$ cat config.mk
export PLATFORM = sky130hd
export DESIGN_NAME = regfile_sb
export DESIGN_NICKNAME = d
export VERILOG_FILES = /design/src/rtl/regfile_sb.sv
export SDC_FILE = /design/constraint.sdc
export NUM_CORES = 2
export LEC_CHECK = 0
export BUFFER_PORTS_ARGS = -buffer_cell sky130_fd_sc_hd__buf_2
export CAP_MARGIN = 20
export CORE_ASPECT_RATIO = 1.2
export CORE_UTILIZATION = 45
export CTS_CLUSTER_SIZE = 28
export DETAILED_ROUTE_END_ITERATION = 10
export GPL_TIMING_DRIVEN = 0
export REMOVE_ABC_BUFFERS = 1
export SYNTH_ARGS = -nofsm -noshare
export SYNTH_HDL_FRONTEND = slang
export SYNTH_SLANG_ARGS = --single-unit
$ cat constraint.sdc
create_clock -name i_clk -period 4.5 [get_ports i_clk]
set_input_delay 0.225 -clock i_clk [delete_from_list [all_inputs] [get_ports i_clk]]
set_output_delay 0.225 -clock i_clk [all_outputs]
set_load 0.02 [all_outputs]
$ cat src/rtl/regfile_sb.sv
// Integer register file with NRD registered read ports, one write port, busy scoreboard and a
// one-register-per-cycle clear engine after reset. Define REGFILE_FWD_EN for write-first reads.
module regfile_sb #(
    parameter int XLEN  = 32,
    parameter int NREGS = 32,
    parameter int NRD   = 2,
    localparam int AW   = $clog2(NREGS)
) (
    input  logic                i_clk,
    input  logic                i_rst,
    input  logic                i_clk_en,
    input  logic                i_rd_write,
    input  logic [AW-1:0]       i_rd_addr,
    input  logic [XLEN-1:0]     i_rd_data,
    input  logic                i_issue_valid,
    input  logic [AW-1:0]       i_issue_addr,
    input  logic [NRD*AW-1:0]   i_rs_addr,
    output logic [NRD*XLEN-1:0] o_rs_data,
    output logic [NRD-1:0]      o_rs_busy,
    output logic                o_ready
);

    typedef enum logic {CLEAR, RUN} state_t;

    state_t          state;
    logic [AW-1:0]   clr_ctr;
    logic [XLEN-1:0] regs [NREGS];
    logic [NREGS-1:0] busy;
    logic [NREGS-1:0] busy_nxt;
    logic            wr_ok;
    logic            iss_ok;
    logic [AW-1:0]   rs_a   [NRD];
    logic [XLEN-1:0] rd_val [NRD];

    always_comb begin
        wr_ok  = i_rd_write && (i_rd_addr != '0);
        iss_ok = i_issue_valid && (i_issue_addr != '0);
        busy_nxt = busy;
        if (wr_ok)
            busy_nxt[i_rd_addr] = 1'b0;
        // Set after clear: a newer producer issuing this cycle keeps the register busy.
        if (iss_ok)
            busy_nxt[i_issue_addr] = 1'b1;
        busy_nxt[0] = 1'b0;
    end

    always_comb begin
        for (int unsigned k = 0; k < NRD; k++) begin
            rs_a[k]   = i_rs_addr[k*AW +: AW];
            rd_val[k] = regs[rs_a[k]];
`ifdef REGFILE_FWD_EN
            if (wr_ok && (rs_a[k] == i_rd_addr))
                rd_val[k] = i_rd_data;
`endif
            if (rs_a[k] == '0)
                rd_val[k] = '0;
        end
    end

    always_ff @(posedge i_clk) begin
        if (i_rst) begin
            state     <= CLEAR;
            clr_ctr   <= '0;
            busy      <= '0;
            o_rs_data <= '0;
            o_rs_busy <= '0;
            o_ready   <= 1'b0;
        end else if (i_clk_en) begin
            case (state)
                CLEAR: begin
                    regs[clr_ctr] <= '0;
                    clr_ctr       <= clr_ctr + 1'b1;
                    o_rs_data     <= '0;
                    o_rs_busy     <= '0;
                    if (clr_ctr == AW'(NREGS - 1)) begin
                        state   <= RUN;
                        o_ready <= 1'b1;
                    end
                end
                RUN: begin
                    if (wr_ok)
                        regs[i_rd_addr] <= i_rd_data;
                    busy <= busy_nxt;
                    for (int unsigned k = 0; k < NRD; k++) begin
                        o_rs_data[k*XLEN +: XLEN] <= rd_val[k];
                        o_rs_busy[k]              <= busy_nxt[rs_a[k]];
                    end
                end
                default: state <= CLEAR;
            endcase
        end
    end

endmodule

# Word-level counts from Yosys, hierarchy flattened
# Memories as Yosys holds them, arrays and structs flattened.
# Cells that the tools add are included.
# W data, S select, Z words.
totals:
  register_bits: 104
  ramBits: 1024
  in_bits: 57
  out_inout_bits: 67
  word_cells: 59
  mem_count: 1
classes:
  add_sub_neg: 1
  n_lt_le_gt_ge: 6
  eq_ne: 1
  n_mux: 28
  bitwise_logic: 4
  reduce_logical: 12
mem_list:
  columns: ["name", "words", "word_bits", "rd", "rd_ports_with_merged_regs", "wr", "line_no", "text"]
  rows:
  - ["regs", 32, 32, 2, 0, 1, "27", "logic [XLEN-1:0] regs [NREGS];"]
ops:
  columns: ["op", "n"]
  rows:
  - ["$mux W32", 5]
  - ["$pmux W64 S2", 1]
  - ["$and A32 B32 Y32", 1]
  - ["$not A32 Y32", 1]
  - ["$or A32 B32 Y32", 1]
  - ["$reduce_or A32 Y1", 1]
  - ["$lt A5 B6 Y1 const B", 4]
  - ["$mux W1", 16]
  - ["$bmux W1 S5", 2]
  - ["$demux W1 S5", 2]
  - ["$ge A5 B1 Y1 const B", 2]
  - ["$logic_not A5 Y1", 2]
  - ["$reduce_bool A5 Y1", 2]
  - ["$add A5 B1 Y5 const B", 1]
  - ["$eq A5 B5 Y1 const B", 1]
  - ["$mux W5", 1]
  - ["$logic_and A1 B1 Y1", 4]
  - ["$pmux W2 S2", 1]
  - ["$reduce_and A2 Y1", 2]
  - ["$reduce_and A3 Y1", 1]
  - ["$not A1 Y1", 1]

# Logic depth before layout (Yosys ltp)
depth:
  ltp_word: 12
  mapped_depth: 10
  depth_no_buf: 7

# Worst setup path before layout
# OpenSTA, ideal clock, no wires.
synth_timing:
  path_type: "input to register"
  startpoint: "input port i_rd_addr[2]"
  endpoint: "memory regs[4][0] (enable)"
  setup_time_ns: 0.421
  t_arrival_ns: 3.005
  required_time_ns: 4.079
  slack_ns: 1.074
  stages: 10
  cell_sequence: "clkbuf_1 > nor3_1 > nand2_1 > and3_1 > clkbuf_1 > clkbuf_1 > nand3b_1 > o21ai_0 > nand2_1 > nor2_1"
synth_via:
  elab_chain_cells: 9
  elab_cells_between_ends: 10
synth_lines:
  columns: ["item", "line_no", "text"]
  rows:
  - ["from (decl)", "13", "input logic [AW-1:0] i_rd_addr,"]
  - ["$reduce_bool A5 Y1", "36", "wr_ok = i_rd_write && (i_rd_addr != '0);"]
  - ["$logic_and A1 B1 Y1", "36", null]
  - ["$mux W1", "81", "if (wr_ok)"]
  - ["$mux W1", "69", "case (state)"]
  - ["$mux W1", "68", "end else if (i_clk_en) begin"]
  - ["$mux W1", "61", "if (i_rst) begin"]
  - ["$mux W1 (not written as such)", "82", "regs[i_rd_addr] <= i_rd_data;"]
  - ["$reduce_or A32 Y1 (no source line)", null, null]
  - ["$mux W5 (no source line) / $mux W1 (equally long branches)", null, null]
  - ["to (decl)", "27", null]
# Parallel ways exist; a longest one is shown, timed or not.

# Final worst setup path
layout_timing:
  startpoint: "register state"
  endpoint: "memory regs[4][4] (enable)"
layout_via:
  elab_chain_cells: 6
  elab_cells_between_ends: 11
layout_lines:
  columns: ["item", "line_no", "text"]
  rows:
  - ["from (decl)", "25", "state_t state;"]
  - ["from (signal assigned)", "62", "state <= CLEAR;"]
  - ["from (signal assigned)", "76", "state <= RUN;"]
  - ["from (signal assigned)", "89", "default: state <= CLEAR;"]
  - ["$mux W1", "69", null]
  - ["$mux W1", "68", null]
  - ["$mux W1", "61", null]
  - ["$mux W1 (not written as such)", "82", null]
  - ["$reduce_or A32 Y1 (no source line)", null, null]
  - ["$mux W5 (no source line) / $mux W1 (equally long branches)", null, null]
# Parallel ways exist; a longest one is shown, timed or not.

==> flow_summary.toml <==
[timing]
hold_viol = 0
fin_crit_ns = 4.09
tightest_slew_ns = 1.17
rsz0062_at_grt = "no"
postLayoutSetupSlackWorst_ns = 0.411
clock_skew_ns = 0.0273
min_period_over_period = 0.909
fmax_mhz = 245
setup-violations-final = 0
maxSlewViolCount = 0
maxSlewHeadroom = 0.218

[logic_synthesis]
synth_cell_types = 57
synth.area.top_cells = "edfxtp_1 (59%), mux4_2 (28%), dfxtp_1 (4.0%), nor2_1 (1.2%), clkbuf_1 (0.94%)"
synth-compound-area-share = 0.0271
syn_area_sq_um = 52100
synth.area.mux_share = 0.291
synthMostInstantiatedCell = "edfxtp_1"
synth_common_cells = "edfxtp_1 (1024), mux4_2 (642), nor2_1 (166)"
synthAdderAreaFrac = 0.000480
avgSynthCellArea_sq_um = 19.7
synth.ff_latch_count = 1128
synth_edf_count = 1024
synth_top_area_frac = 0.590
ys_warn_count = 0
synth_top_area_cell = "edfxtp_1"
seq_area_frac_synth = 0.630
synth_xor_area_frac = 0.000504
synth_top_family_by_area = "multiplexers"
syn_inst = 2642
synthSimpleGateAreaFrac = 0.0320
synthArstFlopShare = 0
synthFlopType = "edfxtp_1"

[worst_hold_path]
hp-class = "in -> reg"

[die]
rows = 136
initial_core_util = 0.454
core_sq_um = 115000
die_x_um = 313
pin_count = 124
die-height_um = 375
dieArea_sq_um = 117000

[cells_and_area]
layoutNonFillerInstCount = 4385
layout-drive-gt1-share = 0.387
nFillCells = 8926
final_nets = 2828
area_growth_pct = 15.4

[routing]
dr_total_vias = 29300
ant_nets = 0
routed_wl_um = 150000
drc_errors = 0
dr.pass1.iters = 8
viasPerCell = 6.68
avgRoutedWirePerCell_um = 34.3
first_iter_violations = 3340

[clock_network]
htree_levels = 3
cts_root_buf = "clkbuf_16"
cts_setup_buffers = 0
clk_pin_slew_ns = 0.06
cts_tree = "yes"
cts_resized = 0
cts_sinks = 1128
cts_max_path_buffers = 3
cts_made_buffers = 112
insertion_delay_ns = 0.74

[worst_setup_path]
crit_slowest_cell = "nor2_4"
critical_path_class = "reg -> reg"
crit_family = "simple AND/OR/NAND/NOR gates"
cp_num_buf_inv = 3
worstPathMaxFanout = 46
slowest_delay_ns = 0.80
startpoint_type = "flop"
crit_path_cell_trace = "nand2_1 -> nor2_1 -> and3_4 -> buf_16 -> mux2i_1 -> nand2_1 -> nor2_4 -> buf_12 -> buf_16"
critPathCaptureType = "flop"
arrival_ns = 4.51
cp_data_required_time_ns = 4.93

[global_route]
antenna_found_initial = 1
grt_pass1_vias = 31000
overflow = 0
grt_max_degree = 94
grt_first_pass_wirelength_um = 217000
grt_usage = 0.261

[power]
max-vdd-ir-drop_v = 0.000295
power_leakage_uw = 0.0197
powerDensity_nw_per_um2 = 367

[placement]
dpl.cell_count = 4165
io_buffers = 123
place_congestion = 0.885
hpwl_um = 91800
pre_cts_slack_ns = 0.434

[status]
outcome = "finished clean"

[flow_run]
maxCapViolations = 0
==> layout make-up <==
cell class,count,area (sq um),share of cell area
multi-input cells,1296,18600,0.309
clock inverters,75,806,0.0134
clock buffers,136,2950,0.0491
diodes,1,2.50,0.0000417
inverters,7,28.8,0.000479
repair buffers,224,2990,0.0498
flip-flops and latches,1128,32800,0.546
well taps,1518,1900,0.0316
==> sequential cells by signal (all words and copies together) (netlist names) <==
register	cells
regs	1024
o_ready	1
o_rs_data	64
busy	31
state	1
o_rs_busy	2
clr_ctr	5
==> worst paths after layout <==
kind / from / endpoint / slack (ns) / cells after the start
worst max-delay path: state / regs[4][4] / 0.41 / 9
worst min-delay path: i_issue_addr[4] / busy[26] / 0.06 / 5
worst max register to register: state / regs[4][4] / 0.41 / 9
worst min register to register: o_rs_busy[1] / o_rs_busy[1] / 0.48 / 2
==> cells in the final DEF (no fill, tap or decap), types with 5 or more instances in the layout <==
| master | synthesis | layout |
|---|---|---|
| clkinv_1 | 0 | 21 |
| nand2b_1 | 10 | 10 |
| and3_1 | 6 | 5 |
| a22oi_1 | 34 | 34 |
| and2_1 | 38 | 38 |
| a211oi_1 | 12 | 12 |
| nand2_1 | 68 | 67 |
| nor2_1 | 166 | 134 |
| nor3_1 | 8 | 8 |
| o211ai_1 | 8 | 8 |
| inv_1 | 7 | 6 |
| clkinv_2 | 0 | 21 |
| and3b_1 | 6 | 6 |
| clkinvlp_4 | 0 | 8 |
| buf_2 | 44 | 112 |
| a21oi_1 | 74 | 73 |
| mux2i_1 | 33 | 33 |
| nand3b_1 | 7 | 7 |
| mux4_2 | 642 | 642 |
| o21a_1 | 10 | 10 |
| o21ai_0 | 52 | 52 |
| buf_16 | 0 | 54 |
| buf_8 | 0 | 6 |
| nor2_4 | 0 | 32 |
| bufinv_16 | 0 | 13 |
| mux2_2 | 33 | 33 |
| edfxtp_1 | 1024 | 1024 |
| dlygate4sd3_1 | 0 | 8 |
| buf_12 | 0 | 35 |
| a32oi_1 | 5 | 5 |
| clkbuf_8 | 0 | 6 |
| buf_4 | 18 | 7 |
| nor2b_1 | 8 | 8 |
| clkbuf_1 | 131 | 18 |
| clkbuf_16 | 0 | 112 |
| nand3_1 | 15 | 15 |
| dfxtp_1 | 104 | 104 |
==> power breakdown <==
part	total (uW)	switching, uW	internal, uW
combinational	1110	642	468
clock	9640	4190	5450
sequential	11300	14.7	11300
total	22100	4850	17200
==> repair_timing <==
| action | CTS | global route |
|---|---|---|
| hold endpoints to repair | 45 | 0 |
| hold buffers | 8 | 0 |
| setup endpoints to repair | 0 | 0 |
==> through the flow <==
step | hold slack (ns) | utilization | total power, uW | area, sq um | TNS [ns]
after global routing | 0.0808 | 0.524 | 22600 | 60100 | 0
after global placement | 0.445 | 0.468 | 12700 | 53700 | -6806.78
final | 0.0620 | 0.524 | 22100 | 60100 | 0
after CTS | 0.00237 | 0.524 | 22200 | 60100 | 0
after detailed placement | 0.470 | 0.490 | 12600 | 56200 | 0
after floorplan | 0.294 | - | 12000 | 51200 | 0
==> worst min-delay path, cell delays in order <==
cell and delay, ns:
buf_2 0.19, nand2_1 0.11, nor2_1 0.08, nand2_1 0.07, a21oi_1 0.05
==> cells by family after synthesis <==
| group | Yosys count |
|---|---|
| simple gates | 356 |
| compound gates | 227 |
| buf+inv | 218 |
| mux | 708 |
| flops | 1128 |
| fa+ha+maj | 2 |
| xor+xnor | 3 |
==> metal layers <==
layer,part of all wire,global-route usage
met5,0,0
met4,0.034,0.0962
met3,0.077,0.0415
met2,0.49,0.422
met1,0.40,0.359
Note: power is estimated with default switching activity, not from simulation.
